==> config.mk <==
export PLATFORM = sky130hd
export DESIGN_NAME = adc_fft_if_uram_arb
export DESIGN_NICKNAME = d
export VERILOG_FILES = /design/src/rtl/adc_fft_if_uram_arb.sv
export SDC_FILE = /design/constraint.sdc
export NUM_CORES = 1
export LEC_CHECK = 0
export ABC_CLOCK_PERIOD_IN_PS = 7800
export BUFFER_PORTS_ARGS = -buffer_cell sky130_fd_sc_hd__buf_2
export CORE_AREA = 8 8 86 88
export DETAILED_ROUTE_END_ITERATION = 16
export DIE_AREA = 0 0 94 96
export PLACE_DENSITY = 0.81
export SKIP_LAST_GASP = 1
export SLEW_MARGIN = 10
export SYNTH_ARGS = -nofsm -noshare
export SYNTH_HDL_FRONTEND = slang
export SYNTH_SLANG_ARGS = --single-unit
==> constraint.sdc <==
create_clock -name clk -period 7.8 [get_ports clk]
set_clock_uncertainty 0.15 [all_clocks]
set_input_delay 1.56 -clock clk [delete_from_list [all_inputs] [get_ports clk]]
set_output_delay 1.56 -clock clk [all_outputs]
set_load 0.02 [all_outputs]
==> src/rtl/adc_fft_if_uram_arb.sv <==
// Write/read port arbiter for the FFT scratch RAM: shares port C between the ADC
// loader and FFT write-back, port A between FFT fetch and host unload, with hazard stall.
module adc_fft_if_uram_arb #(
   parameter int AW      = 8,
   parameter int DW      = 32,
   parameter int RD_LAT  = 2,
   parameter int W0_PRIO = 0
) (
   input  logic          clk,
   input  logic          nGrst,
   input  logic          w0_req,
   input  logic          w1_req,
   input  logic [AW-1:0] w0_addr,
   input  logic [AW-1:0] w1_addr,
   input  logic [DW-1:0] w0_data,
   input  logic [DW-1:0] w1_data,
   output logic          w0_gnt,
   output logic          w1_gnt,
   input  logic          r0_req,
   input  logic          r1_req,
   input  logic [AW-1:0] r0_addr,
   input  logic [AW-1:0] r1_addr,
   output logic          r0_gnt,
   output logic          r1_gnt,
   output logic          r0_valid,
   output logic          r1_valid,
   output logic [DW-1:0] rd_data,
   output logic [AW-1:0] wAddr,
   output logic [DW-1:0] wD,
   output logic          wEn,
   output logic          wBlk,
   output logic [AW-1:0] rAddr,
   output logic          rBlk,
   input  logic [DW-1:0] rD,
   output logic [15:0]   hazard_cnt
);

   logic              wlast_q, wlast_d;
   logic              rlast_q, rlast_d;
   logic [15:0]       hazard_cnt_q, hazard_cnt_d;
   logic [RD_LAT-1:0] tag_vld_q, tag_vld_d;
   logic [RD_LAT-1:0] tag_id_q, tag_id_d;

   logic          w_sel, w_any;
   logic          r_sel, r_cand, r_any, hazard;
   logic [AW-1:0] r_addr_c;

   always_comb begin
      w_sel        = 1'b0;
      w_any        = 1'b0;
      r_sel        = 1'b0;
      r_cand       = 1'b0;
      r_any        = 1'b0;
      hazard       = 1'b0;
      r_addr_c     = r0_addr;
      wlast_d      = wlast_q;
      rlast_d      = rlast_q;
      hazard_cnt_d = hazard_cnt_q;
      tag_vld_d    = '0;
      tag_id_d     = '0;

      // Last-winner pointers: on contention the other requester wins.
      if (w0_req && w1_req) w_sel = (W0_PRIO != 0) ? 1'b0 : ~wlast_q;
      else                  w_sel = w1_req & ~w0_req;
      w_any = (w0_req | w1_req) & nGrst;

      if (r0_req && r1_req) r_sel = ~rlast_q;
      else                  r_sel = r1_req & ~r0_req;
      r_cand   = (r0_req | r1_req) & nGrst;
      r_addr_c = r_sel ? r1_addr : r0_addr;

      wAddr = w_sel ? w1_addr : w0_addr;
      // Same-address write wins; the read retries next cycle and sees the new data.
      hazard = r_cand & w_any & (r_addr_c == wAddr);
      r_any  = r_cand & ~hazard;

      if (w0_req && w1_req && w_any) wlast_d = w_sel;
      if (r0_req && r1_req && r_any) rlast_d = r_sel;
      if (hazard && (hazard_cnt_q != 16'hFFFF)) hazard_cnt_d = hazard_cnt_q + 16'd1;

      tag_vld_d[0] = r_any;
      tag_id_d[0]  = r_sel;
      for (int i = 1; i < RD_LAT; i++) begin
         tag_vld_d[i] = tag_vld_q[i-1];
         tag_id_d[i]  = tag_id_q[i-1];
      end
   end

   assign wD     = w_sel ? w1_data : w0_data;
   assign wEn    = w_any;
   assign wBlk   = w_any;
   assign w0_gnt = w_any & ~w_sel;
   assign w1_gnt = w_any & w_sel;

   assign rAddr  = r_addr_c;
   assign rBlk   = r_any;
   assign r0_gnt = r_any & ~r_sel;
   assign r1_gnt = r_any & r_sel;

   assign r0_valid   = tag_vld_q[RD_LAT-1] & ~tag_id_q[RD_LAT-1];
   assign r1_valid   = tag_vld_q[RD_LAT-1] & tag_id_q[RD_LAT-1];
   assign rd_data    = rD;
   assign hazard_cnt = hazard_cnt_q;

   always_ff @(posedge clk or negedge nGrst) begin
      if (!nGrst) begin
         wlast_q      <= 1'b1;
         rlast_q      <= 1'b1;
         hazard_cnt_q <= '0;
         tag_vld_q    <= '0;
         tag_id_q     <= '0;
      end else begin
         wlast_q      <= wlast_d;
         rlast_q      <= rlast_d;
         hazard_cnt_q <= hazard_cnt_d;
         tag_vld_q    <= tag_vld_d;
         tag_id_q     <= tag_id_d;
      end
   end

endmodule

* Yosys cells after proc, flatten, opt, wreduce, memory -nomap -nowiden
Index checks and enable logic that the tools add are counted.
** Word-level totals
- RAM bits :: 0
- Register bits after elaboration :: 22
- Memories :: 0
- Bits in latches :: 0
- Input bits :: 134
- Output and inout bits :: 105
- Bits in read-only memories :: 0
** Cells by class
- Add/sub/neg operators :: 1
- Eq/ne operators :: 2
- Order comparisons :: 0
- Multipliers :: 0
- Mux-type cells :: 5
- Shifts and indexed selects :: 0
- Bitwise gates (word level) :: 23
- Reduce and logical (&&, ||, !) cells :: 5
- Divide/modulo/power cells :: 0
** Operators by type and width (count)
- two-way mux 32 bit :: 1
- adder 16 x 1 -> 16 bit (second input constant) :: 1
- two-way mux 8 bit :: 2
- inequality test 16 bit (second input constant) :: 1
- bitwise AND 1 bit :: 13
- == test 8 bit :: 1
- inverter 1 bit :: 8
- logical AND 1 bit :: 5
- two-way mux 1 bit :: 2
- OR 1 bit :: 2

* Depth between registers and ports, before layout
Gate-level depths: netlist (run 1).
- Word-level depth :: 9
- Gate-level depth with buffers :: 9
- Gate-level depth less buffers :: 7

* Least setup slack after synthesis (run 1)
No wires, ideal clock.
- Path kind :: input -> output
- Start point :: in r1_req
- End point :: out r0_gnt
- Path slack :: 2.340 ns
- Buffers on the path :: 1
- Arrival :: 3.750 ns
- Cell stages on the path :: 8
- Data required time :: 6.090 ns
- Cells stage by stage :: a21boi_2 > buf_6 > mux2_2 > xor2_1 > or4_4 > or3_4 > and2_2 > and3_1
** Between the ends
- Word-level cells in the longest chain between the ends :: 8
** RTL lines
- from (decl) :: line 20 : input logic r1_req,
- bitwise AND 1 bit or logical AND 1 bit (tied branches) :: line 68, 67
- two-way mux 1 bit (*) :: line 67 : if (r0_req && r1_req) r_sel = ~rlast_q;
- net r_sel :: line 45 : logic r_sel, r_cand, r_any, hazard;
- two-way mux 8 bit (*) :: line 70 : r_addr_c = r_sel ? r1_addr : r0_addr;
- net rAddr[6] :: line 32 : output logic [AW-1:0] rAddr,
- == test 8 bit (*) :: line 74 : hazard = r_cand & w_any & (r_addr_c == wAddr);
- bitwise AND 1 bit (*) :: line 74
- inverter 1 bit (*) :: line 75 : r_any = r_cand & ~hazard;
- bitwise AND 1 bit (*) :: line 75
- bitwise AND 1 bit (*) :: line 97 : assign r0_gnt = r_any & ~r_sel;
- to (decl) :: line 23 : output logic r0_gnt,
Mark *: on every way through the listed nets, which the timed path passes. The rest lies on a longest branch.

* Worst setup path after layout (run 1)
- Start point :: in r0_req
- End point :: out r0_gnt
** Between the ends
- Word-level cells in the longest chain between the ends :: 9
** RTL lines
- from (decl) :: line 19 : input logic r0_req,
- inverter 1 bit :: line 68 : else r_sel = r1_req & ~r0_req;
- bitwise AND 1 bit :: line 68
- two-way mux 1 bit :: line 67
- two-way mux 8 bit :: line 70
- == test 8 bit :: line 74
- bitwise AND 1 bit :: line 74
- inverter 1 bit :: line 75
- bitwise AND 1 bit :: line 75
- bitwise AND 1 bit (*) :: line 97
Every way passes the cells marked *; elsewhere a longest branch is shown, timed or not.

==> run_results.csv, run 1 <==
group,metric,value,unit
power,ir_worst_vdd,0.0937,mV
grt,grt_max_degree,34,
synth,synth.ff_latch_count,22,
cts,cts_made_buffers,3,
synth,syn_area,1980,µm²
grt,grt_pass1_wl,11.2,mm
floorplan,die_w,94,µm
sta,fmax,168,MHz
synth,ys_seq_area_share,28.0,%
route,drtIter0Drc,65,
route,drc_errors,0,
worst_setup_path,worst_setup_path_start_kind,"input port",
worst_hold_path,hold_path_end,"tag_vld_q[1]",
cts,insertion_delay,260,ps
worst_setup_path,ff2ff_setup_slack,4380,ps
worst_hold_path,min_path_cells,0,
synth,yosysTopAreaCellShare,25.3,%
grt,grt_overflow,0,
power,total_power,0.443,mW
synth,synth-simple-area-share,14.2,%
run,maxCapViolCount,0,
sta,finalHoldViolCount,0,
worst_setup_path,criticalPathCategory,"in2out",
synth,synthAdderAreaFrac,0.633,%
worst_setup_path,path_common_cell,"buf_2",
sta,grt_setup_unrepaired,"no",
cts,ctsResizeCount,0,
sta,setup_viol,0,
cts,ctsRootBufferMaster,"clkbuf_8",
worst_setup_path,crit-reg2reg-launch,"rlast_q",
route,vias_per_cell,4.61,
sta,worst_pin_slew,811,ps
worst_setup_path,rr_endpoint,"hazard_cnt[1]",
finish,stdcell_count,407,
place,io_buffer_count,174,
worst_setup_path,path_buf_inv,2,
worst_setup_path,crit_fanout,10,
cts,cts_hold_buffers,0,
synth,synth_warnings,0,
worst_setup_path,slowest_stage,"a21boi_2",
worst_setup_path,cpPeakStageDelay,500,ps
cts,cts_tree,"done",
synth,muxShareOfSynthArea,28.2,%
worst_hold_path,min_from,"tag_vld_q[0]",
finish,drive_gt1_share,72.1,%
finish,syn_to_final_growth,37.8,%
worst_setup_path,worst_setup_path_end_kind,"primary output",
floorplan,core.rowCount,29,
grt,antenna_found_initial,0,
worst_setup_path,critPathTopFamily,"simple AND/OR/NAND/NOR gates",
route,avgRoutedWirePerCell,18.5,µm
finish,layout.nets,466,
grt,grtUsageTotal,15.7,%
synth,synthXorXnorAreaFrac,11.4,%
synth,yosys-top-cells-area,"dfrtp_1 25%, mux2_2 24%, buf_4 13%",
sta,slew_viol_final,0,
route,first_pass_iters,4,
synth,avgSynthCellArea,10.5,µm²
cts,post_cts_buffers,0,
cts,clkTransAtPathRegs,70,ps
floorplan,ios,239,
synth,syn-num-nets,324,
floorplan,dieArea,9020,µm²
floorplan,die_h,96,µm
route,drt-total-wl,7.53,mm
sta,fin_crit,5950,ps
sta,setup_tns,0,ps
synth,syn_inst,189,
grt,grt_pass1_vias,2066,
sta,fin_crit_sh,76.2,%
worst_setup_path,required,6090,ps
cts,clock-sinks,22,
place,gp_congestion,0.787,
cts,htreeDepth,1,
place,dp_cells,403,
route,vias,1877,
power,p_leak,1.47,nW
synth,synth_compound_area_share,2.15,%
synth,synth_top_family_by_area,"multiplexers",
floorplan,start_util,32.5,%
floorplan,core,6100,µm²
outcome,outcome,"finished clean",
place,hpwl,6.72,mm
sta,slew_headroom,45.5,%
worst_setup_path,path_cells,"buf_2 > a21boi_2 > mux2_2 > xor2_1 > or4_4 > or3_4 > and2_2 > and3_1 > buf_2",
route,ant_nets,0,
worst_setup_path,r2r.worst_path.cells,6,
worst_hold_path,hold_class,"reg2reg",
synth,synth_area_leader_cell,"dfrtp_1",
cts,cts_buffer_depth,2,
worst_setup_path,arrival,4240,ps
power,power_density,163,nW/µm²
synth,synth_cell_types,33,
finish,diodes,0,
## sequential cells by signal (all words and copies together), names as in the netlist
| register | cells |
|---|---|
| tag_id_q | 2 |
| tag_vld_q | 2 |
| hazard_cnt | 16 |
| wlast_q | 1 |
| rlast_q | 1 |
## report_power, final
part / internal (mW) / total (mW) / switching (mW)
combinational: 0.102 / 0.227 / 0.125
sequential: 0.127 / 0.138 / 0.0104
clock: 0.0449 / 0.0785 / 0.0336
## worst reg2reg max path: stages, from the launching register on
cell,delay [ps]
dfstp_2,390
a21boi_2,490
mux2_2,430
xor2_1,170
or4_4,500
nor4_4,760
mux2_2,420
## synthesized netlist by cell type
library cell	count
mux2_2	42
buf_4	34
dfrtp_1	20
xnor2_1	15
xor2_1	9
nand3_1	8
nand2_1	7
nand4_1	6
and3_1	5
nor2_1	5
inv_1	4
mux2i_1	4
clkbuf_1	3
mux2_4	3
nor2b_1	3
buf_6	2
dfstp_2	2
or3_4	2
a21boi_2	1
a21boi_4	1
a21oi_1	1
and2_1	1
and2_2	1
and3_2	1
and4_1	1
ha_1	1
nor4_4	1
o21a_1	1
or2b_1	1
or3_2	1
or3b_2	1
or4_4	1
xnor2_2	1
## per-layer routing
layer  vias up  GRT usage (%)  routed length (µm)
met5         -              0                   0
met4         0           5.28                 165
met3        22           5.85                 769
met2        89           28.9                4100
met1       868           15.9                2500
li1        898              -                   -
## layout by cell type, fill, tap and decap left out
master and instances:
or3_2 1, clkbuf_8 4, xnor2_2 1, buf_4 2
mux2_2 42, a21oi_1 1, or2b_1 1, or4_4 1
o21a_1 1, and4_1 1, a21boi_4 1, inv_1 4
ha_1 1, nand3_1 8, or3_4 2, xnor2_1 15
buf_2 174, nand2_1 7, dfstp_2 2, and3_1 5
dfrtp_1 20, and3_2 1, or3b_2 1, nor4_4 1
nor2_1 5, mux2i_1 4, mux2_4 3, and2_1 1
and2_2 1, a21boi_2 1, nand4_1 6, xor2_1 9
nor2b_1 3
## worst max-delay path by stage
stage / startpoint / endpoint / slack (ps) / cells after the start
floorplan: r1_req / r0_gnt / 2340 / 8
global route: r0_req / r0_gnt / 1740 / 9
finish: r0_req / r0_gnt / 1850 / 9
CTS: r0_req / r0_gnt / 1820 / 9
detailed placement: r0_req / r0_gnt / 1820 / 9
global placement: r0_req / r0_gnt / 1930 / 9
## area by class of cell
| class | instances | area (µm²) |
|---|---|---|
| clock buffers | 4 | 55.1 |
| fillers | 616 | 3370 |
| inverters | 4 | 15.0 |
| multi-input cells | 124 | 1120 |
| flip-flops and latches | 22 | 553 |
| well taps | 77 | 96.3 |
| repair buffers | 176 | 886 |
## kinds of logic after synthesis
logic type               count (synthesis)
AND/OR/NAND/NOR                         45
multiplexers                            49
adder cells (fa/ha/maj)                  1
buffers and inverters                   43
AO/OA/AOI/OAI                            4
flip-flops                              22
XOR/XNOR                                25
## per-stage QoR
step | area, µm² | util [%] | hold WS (ps) | setup WS, ps
floorplan | 1980 | - | 181 | 2340
detailed placement | 2670 | 43.8 | 187 | 1820
global route | 2730 | 44.7 | 214 | 1740
CTS | 2730 | 44.7 | 204 | 1820
global placement | 2670 | 43.8 | 188 | 1930
finish | 2730 | 44.7 | 201 | 1850
Note: power is estimated with default switching activity, not from simulation.
==> run 2, diff against run 1 <==
--- a/config.mk
+++ b/config.mk
@@ -5,11 +5,11 @@
 export SDC_FILE = /design/constraint.sdc
 export NUM_CORES = 1
 export LEC_CHECK = 0
-export ABC_CLOCK_PERIOD_IN_PS = 7800
+export ABC_CLOCK_PERIOD_IN_PS = 6050
 export BUFFER_PORTS_ARGS = -buffer_cell sky130_fd_sc_hd__buf_2
-export CORE_AREA = 8 8 86 88
+export CORE_MARGIN = 8
+export CORE_UTILIZATION = 33
 export DETAILED_ROUTE_END_ITERATION = 16
-export DIE_AREA = 0 0 94 96
 export PLACE_DENSITY = 0.81
 export SKIP_LAST_GASP = 1
 export SLEW_MARGIN = 10
==> constraint.sdc (replaced) <==
create_clock -name clk -period 6.05 [get_ports clk]
set_clock_uncertainty 0.15 [all_clocks]
set_input_delay 1.21 -clock clk [delete_from_list [all_inputs] [get_ports clk]]
set_output_delay 1.21 -clock clk [all_outputs]
set_load 0.02 [all_outputs]
==> run 2 against run 1 <==
Net effect:
- total power increased by 39%
- critical path depth unchanged
- non-clock buffer count unchanged
- sequential share of layout area decreased by 0.12 points
- combinational power increased by 33%
- sequential power increased by 28%
- die area decreased by 3.3%
- cell count decreased by 0.25%
- global-route usage increased by 2.9 points
- design area increased by 0.60%
- routed wire length increased by 16%
- sequential cell count unchanged
==> run_results.csv, run 2 (synthesis results as in run 1) <==
group,metric,value,unit
sta,slew_viol_final,0,
finish,layout.nets,466,
sta,fmax,192,MHz
route,vias,1936,
floorplan,core.rowCount,28,
cts,cts_hold_buffers,0,
sta,finalHoldViolCount,0,
run,maxCapViolCount,0,
sta,setup_viol,0,
sta,slew_headroom,50.5,%
sta,fin_ws,828,ps
cts,cts_made_buffers,3,
power,power_frac_comb,49.1,%
finish,stdcell_count,406,
cts,insertion_delay,270,ps
place,io_buffer_count,174,
route,vias_per_cell,4.77,
cts,cts_tree,"done",
grt,grt_overflow,0,
grt,grtUsageTotal,18.6,%
worst_setup_path,ff2ff_setup_slack,2720,ps
grt,grt_pass1_vias,2066,
worst_hold_path,min_path_cells,0,
worst_setup_path,crit_fanout,10,
cts,clkTransAtPathRegs,70,ps
sta,fin_crit_sh,86.3,%
finish,final_cell_mix,"174 x buf_2, 42 x mux2_2, 20 x dfrtp_1",
worst_setup_path,crit-reg2reg-launch,"rlast_q",
cts,ctsRootBufferMaster,"clkbuf_8",
worst_hold_path,hold_class,"reg2reg",
outcome,outcome,"finished clean",
worst_setup_path,r2r.worst_path.cells,6,
finish,syn_to_final_growth,38.6,%
worst_setup_path,worst_setup_path_start_kind,"input port",
route,drt-total-wl,8.71,mm
power,p_leak,1.48,nW
cts,post_cts_buffers,0,
worst_setup_path,required,4690,ps
route,ant_nets,0,
power,internal-power,0.385,mW
cts,htreeDepth,1,
power,swShare,37.5,%
cts,ctsResizeCount,0,
worst_setup_path,rr_endpoint,"hazard_cnt[1]",
route,first_pass_iters,4,
floorplan,die_w,93.4,µm
power,p_seq_share,28.8,%
floorplan,dieArea,8730,µm²
grt,grt_max_degree,29,
route,drtIter0Drc,40,
worst_setup_path,arrival,3860,ps
grt,grt_pass1_wl,12.4,mm
route,avgRoutedWirePerCell,21.4,µm
place,hpwl,7.79,mm
worst_setup_path,crit_path_start,"r0_req",
power,pwr-share-clk,22.1,%
power,power_density,224,nW/µm²
cts,clock-sinks,22,
finish,drive_gt1_share,72.1,%
sta,worst_pin_slew,737,ps
place,dp_cells,401,
floorplan,core,5850,µm²
sta,grt_setup_unrepaired,"no",
floorplan,die_h,93.4,µm
sta,whs,208,ps
cts,cts_buffer_depth,2,
sta,setup_tns,0,ps
worst_setup_path,cp-endpoint,"r0_gnt",
finish,largest_register_ffs,16,
floorplan,start_util,33.8,%
worst_setup_path,worst_setup_path_end_kind,"primary output",
power,p_switching,0.231,mW
route,drc_errors,0,
grt,antenna_found_initial,1,
floorplan,ios,239,
finish,final_common_cell,"buf_2",
power,ir_worst_vdd,0.179,mV
worst_setup_path,criticalPathCategory,"in2out",
place,gp_congestion,0.879,
sta,fin_crit,5220,ps
place,post-place-ws,774,ps
run 2: cell count changes in the layout (fill, tap and decap cells not counted), sizes merged:
cell / change
diode: +1
clkbuf: -1
bufinv: +1
run 2: how the worst min path moves through the flow:
stage | start | end | slack, ps
2_1_floorplan | tag_id_q[0] | tag_id_q[1] | 180
3_3_place_gp | tag_id_q[0] | tag_id_q[1] | 180
3_5_place_dp | tag_id_q[0] | tag_id_q[1] | 190
4_1_cts | tag_id_q[0] | tag_id_q[1] | 210
5_1_grt | tag_id_q[0] | tag_id_q[1] | 220
6_report | tag_id_q[0] | tag_id_q[1] | 210
run 2: final cells by class:
cell class              instances  area (µm²)
clock inverters                 1        30.0
well taps                      75        93.8
multi-input cells             124        1120
repair buffers                176         886
diodes                          1        2.50
inverters                       4        15.0
clock buffers                   3        41.3
fillers                       562        3110
flip-flops and latches         22         553
run 2: through the flow:
step / area, µm² / utilization [%] / power, mW
floorplan: 1980 / - / 0.403
global placement: 2670 / 45.6 / 0.480
detailed placement: 2670 / 45.6 / 0.485
CTS: 2740 / 46.8 / 0.623
global route: 2740 / 46.8 / 0.643
finish: 2740 / 46.9 / 0.615
run 2: worst max-delay path, stage by stage:
cell	delay [ps]
buf_2	120
a21boi_2	500
mux2_2	430
xor2_1	160
or4_4	500
or3_4	420
and2_2	200
and3_1	150
buf_2	150
run 2: per-layer routing:
metal | up-vias | part of all wire [%] | global-route usage [%]
li1 | 903 | - | -
met4 | 2 | 2.3 | 6.17
met1 | 913 | 34 | 19.1
met2 | 100 | 52 | 32.9
met5 | - | 0.15 | 0
met3 | 18 | 12 | 8.01
run 2: power groups by stage:
stage | Clock, mW | Sequential (mW) | Combinational, mW
after CTS | 0.138 | 0.177 | 0.308
after global placement | 0 | 0.178 | 0.301
final | 0.136 | 0.177 | 0.302
after detailed placement | 0 | 0.179 | 0.306
after global routing | 0.142 | 0.179 | 0.322
after floorplan | 0 | 0.179 | 0.224
==> run 3, diff against run 2 <==
--- a/config.mk
+++ b/config.mk
@@ -5,12 +5,14 @@
 export SDC_FILE = /design/constraint.sdc
 export NUM_CORES = 1
 export LEC_CHECK = 0
+export ABC_AREA = 1
 export ABC_CLOCK_PERIOD_IN_PS = 6050
 export BUFFER_PORTS_ARGS = -buffer_cell sky130_fd_sc_hd__buf_2
 export CORE_MARGIN = 8
-export CORE_UTILIZATION = 33
+export CORE_UTILIZATION = 38
 export DETAILED_ROUTE_END_ITERATION = 16
-export PLACE_DENSITY = 0.81
+export HOLD_SLACK_MARGIN = 0.08
+export PLACE_DENSITY = 0.82
 export SKIP_LAST_GASP = 1
 export SLEW_MARGIN = 10
 export SYNTH_ARGS = -nofsm -noshare
==> run 3 against run 2 <==
Net effect:
- critical path depth grew 6
- setup slack better by 290 ps
- total power shrank 13%
- fmax increased by 5.9%
- cell count increased by 44%
- routed wire length grew 7.7%
- sequential power down 11%
- via count is 50% higher
- area after synthesis grew 31%
- largest cell class unchanged
==> run_results.csv, run 3 <==
group,metric,value,unit
outcome,outcome,"finished clean",
sta,finalHoldViolCount,0,
synth,syn-num-nets,509,
sta,setup_viol,0,
power,p_leak,1.99,nW
grt,grt_overflow,0,
power,power_frac_comb,44.8,%
worst_setup_path,critPathTopFamily,"simple AND/OR/NAND/NOR gates",
worst_setup_path,slowest_stage,"nand2_2",
synth,synth.ff_latch_count,22,
run,maxCapViolCount,0,
cts,ctsRootBufferMaster,"clkbuf_8",
worst_setup_path,path_common_cell,"nand2_1",
worst_setup_path,r2r.worst_path.cells,13,
route,vias,2906,
sta,fin_crit_sh,81.5,%
finish,finalInstanceArea,3290,µm²
sta,grt_setup_unrepaired,"no",
power,power_density,163,nW/µm²
floorplan,ios,239,
synth,syn_inst,374,
finish,largest_register_ffs,16,
finish,final_common_cell,"buf_2",
cts,ctsResizeCount,0,
finish,nFillCells,655,
worst_hold_path,hold_path_end,"tag_id_q[1]",
synth,synth_warnings,0,
grt,grt_max_degree,49,
power,p_seq_share,29.4,%
grt,grtUsageTotal,18.2,%
sta,fin_crit,4930,ps
synth,synth_common_cells,"120 x nand2_1, 35 x buf_4, 32 x inv_1, 32 x mux2_2, 23 x nand4_1",
power,swShare,37.5,%
finish,layout.nets,641,
grt,grt_pass1_vias,3021,
power,ir_worst_vdd,0.103,mV
worst_setup_path,criticalPathCategory,"in2out",
floorplan,die_w,98.7,µm
cts,clock-sinks,22,
synth,synth_cell_types,32,
place,io_buffer_count,174,
floorplan,core,6720,µm²
worst_setup_path,cpPeakStageDelay,760,ps
finish,syn_to_final_growth,26.8,%
worst_setup_path,path_cells,"buf_2 > nand2_2 > nand2_2 > nand2_1 > nand2_1 > nand2_1 > nand2_1 > nand2_1 > inv_2 > nand2_2 > nor2_8 > nand2_1 > nand2_1 > inv_1 > buf_2",
route,vias_per_cell,4.97,
cts,cts_hold_buffers,0,
synth,yosys-top-cells-area,"dfrtp_1 19%, nand2_1 17%, mux2_2 14%",
synth,ys_seq_area_share,21.3,%
worst_setup_path,worst_setup_path_start_kind,"input port",
place,place_area,3220,µm²
cts,cts_made_buffers,3,
power,p_switching,0.202,mW
synth,ys.flop_type,"dfrtp_1",
route,drc_errors,0,
sta,worst_pin_slew,969,ps
worst_setup_path,rr_endpoint,"hazard_cnt[13]",
synth,syn_area,2600,µm²
sta,slew_headroom,35.2,%
cts,cts_tree,"done",
worst_hold_path,hold_class,"reg2reg",
route,ant_nets,0,
floorplan,start_util,38.7,%
finish,drive_gt1_share,46.9,%
finish,diodes,0,
cts,clkTransAtPathRegs,80,ps
sta,setup_tns,0,ps
sta,fmax,203,MHz
floorplan,die_h,98.7,µm
route,first_pass_iters,4,
synth,yosysTopAreaCellShare,19.3,%
cts,post_cts_buffers,0,
route,drtIter0Drc,133,
power,total_power,0.537,mW
worst_setup_path,worst_setup_path_end_kind,"primary output",
place,gp_congestion,0.883,
worst_hold_path,min_path_cells,0,
synth,synth_most_common_cell,"nand2_1",
cts,cts_buffer_depth,2,
synth,synth_area_leader_cell,"dfrtp_1",
worst_setup_path,required,4690,ps
place,hpwl,7.87,mm
power,pwr-share-clk,25.8,%
worst_hold_path,min_from,"tag_id_q[0]",
synth,synth-edff-count,0,
worst_setup_path,path_buf_inv,4,
finish,final_cell_mix,"174 x buf_2, 120 x nand2_1, 32 x mux2_2, 32 x inv_1, 23 x nand4_1",
synth,synthArstFlopShare,100,%
worst_setup_path,arrival,3570,ps
floorplan,core.rowCount,30,
worst_setup_path,crit-reg2reg-launch,"wlast_q",
finish,stdcell_count,585,
route,drt-total-wl,9.38,mm
cts,htreeDepth,1,
sta,slew_viol_final,0,
grt,grt_pass1_wl,14.7,mm
route,avgRoutedWirePerCell,16.0,µm
synth,avgSynthCellArea,6.95,µm²
cts,insertion_delay,270,ps
worst_setup_path,crit_fanout,48,
place,dp_cells,581,
grt,antenna_found_initial,0,
worst_setup_path,ff2ff_setup_slack,2990,ps
power,internal-power,0.335,mW
floorplan,dieArea,9740,µm²
run 3: worst register-to-register path, delay by kind of cell, from the launching register on:
family        cells  cell delay, ps
buf+inv           1              80
flops             1             550
simple gates     12            2150
run 3: area by class of cell:
type                            count  area (µm²)  share of cell area (%)
Clock inverter                      1        30.0                   0.912
Clock buffer                        3        41.3                    1.25
Tap cell                           80         100                    3.04
Inverter                           36         135                    4.10
Sequential cell                    22         553                    16.8
Timing Repair Buffer              174         871                    26.4
Multi-Input combinational cell    269        1560                    47.5
run 3: layer usage:
metal  vias to the layer above  GRT usage, %  routed length (µm)
li1                       1436             -                   -
met1                      1292          17.4                3250
met2                       154          35.2                4980
met3                        24          6.55                 882
met4                         0          5.90                 265
met5                         -             0                   0
run 3: how the worst max path moves through the flow:
| stage | startpoint | to | slack [ps] | cells past startpoint |
|---|---|---|---|---|
| 3_3_place_gp | w0_req | rBlk | 1250 | 15 |
| 4_1_cts | w0_req | rBlk | 1120 | 15 |
| 2_1_floorplan | w1_req | r0_gnt | 2130 | 12 |
| 6_report | w0_req | rBlk | 1120 | 15 |
| 5_1_grt | w0_req | rBlk | 840 | 15 |
| 3_5_place_dp | w0_req | rBlk | 1120 | 15 |
run 3: power groups by stage:
stage	Sequential [mW]	Clock, mW	Combinational (mW)
6_report	0.158	0.139	0.241
4_1_cts	0.158	0.140	0.243
5_1_grt	0.158	0.144	0.262
3_5_place_dp	0.160	0	0.242
2_1_floorplan	0.161	0	0.186
3_3_place_gp	0.160	0	0.237
run 3: cells by family after synthesis:
family | share of synthesized area, %
AOI/OAI and AO/OA | 0.674
xor gates and xnor gates | 4.72
adders and majority gates | 0.482
buffers and inverters | 18.5
DFF | 21.3
muxes | 13.9
and+or+nand+nor | 40.4
run 3: metrics by stage:
stage          hold slack (ps)  util (%)  setup slack [ps]
2_1_floorplan              181         -              2130
3_3_place_gp               186      48.0              1250
3_5_place_dp               186      48.0              1120
4_1_cts                    205      49.0              1120
5_1_grt                    212      49.0               843
6_report                   203      49.0              1120
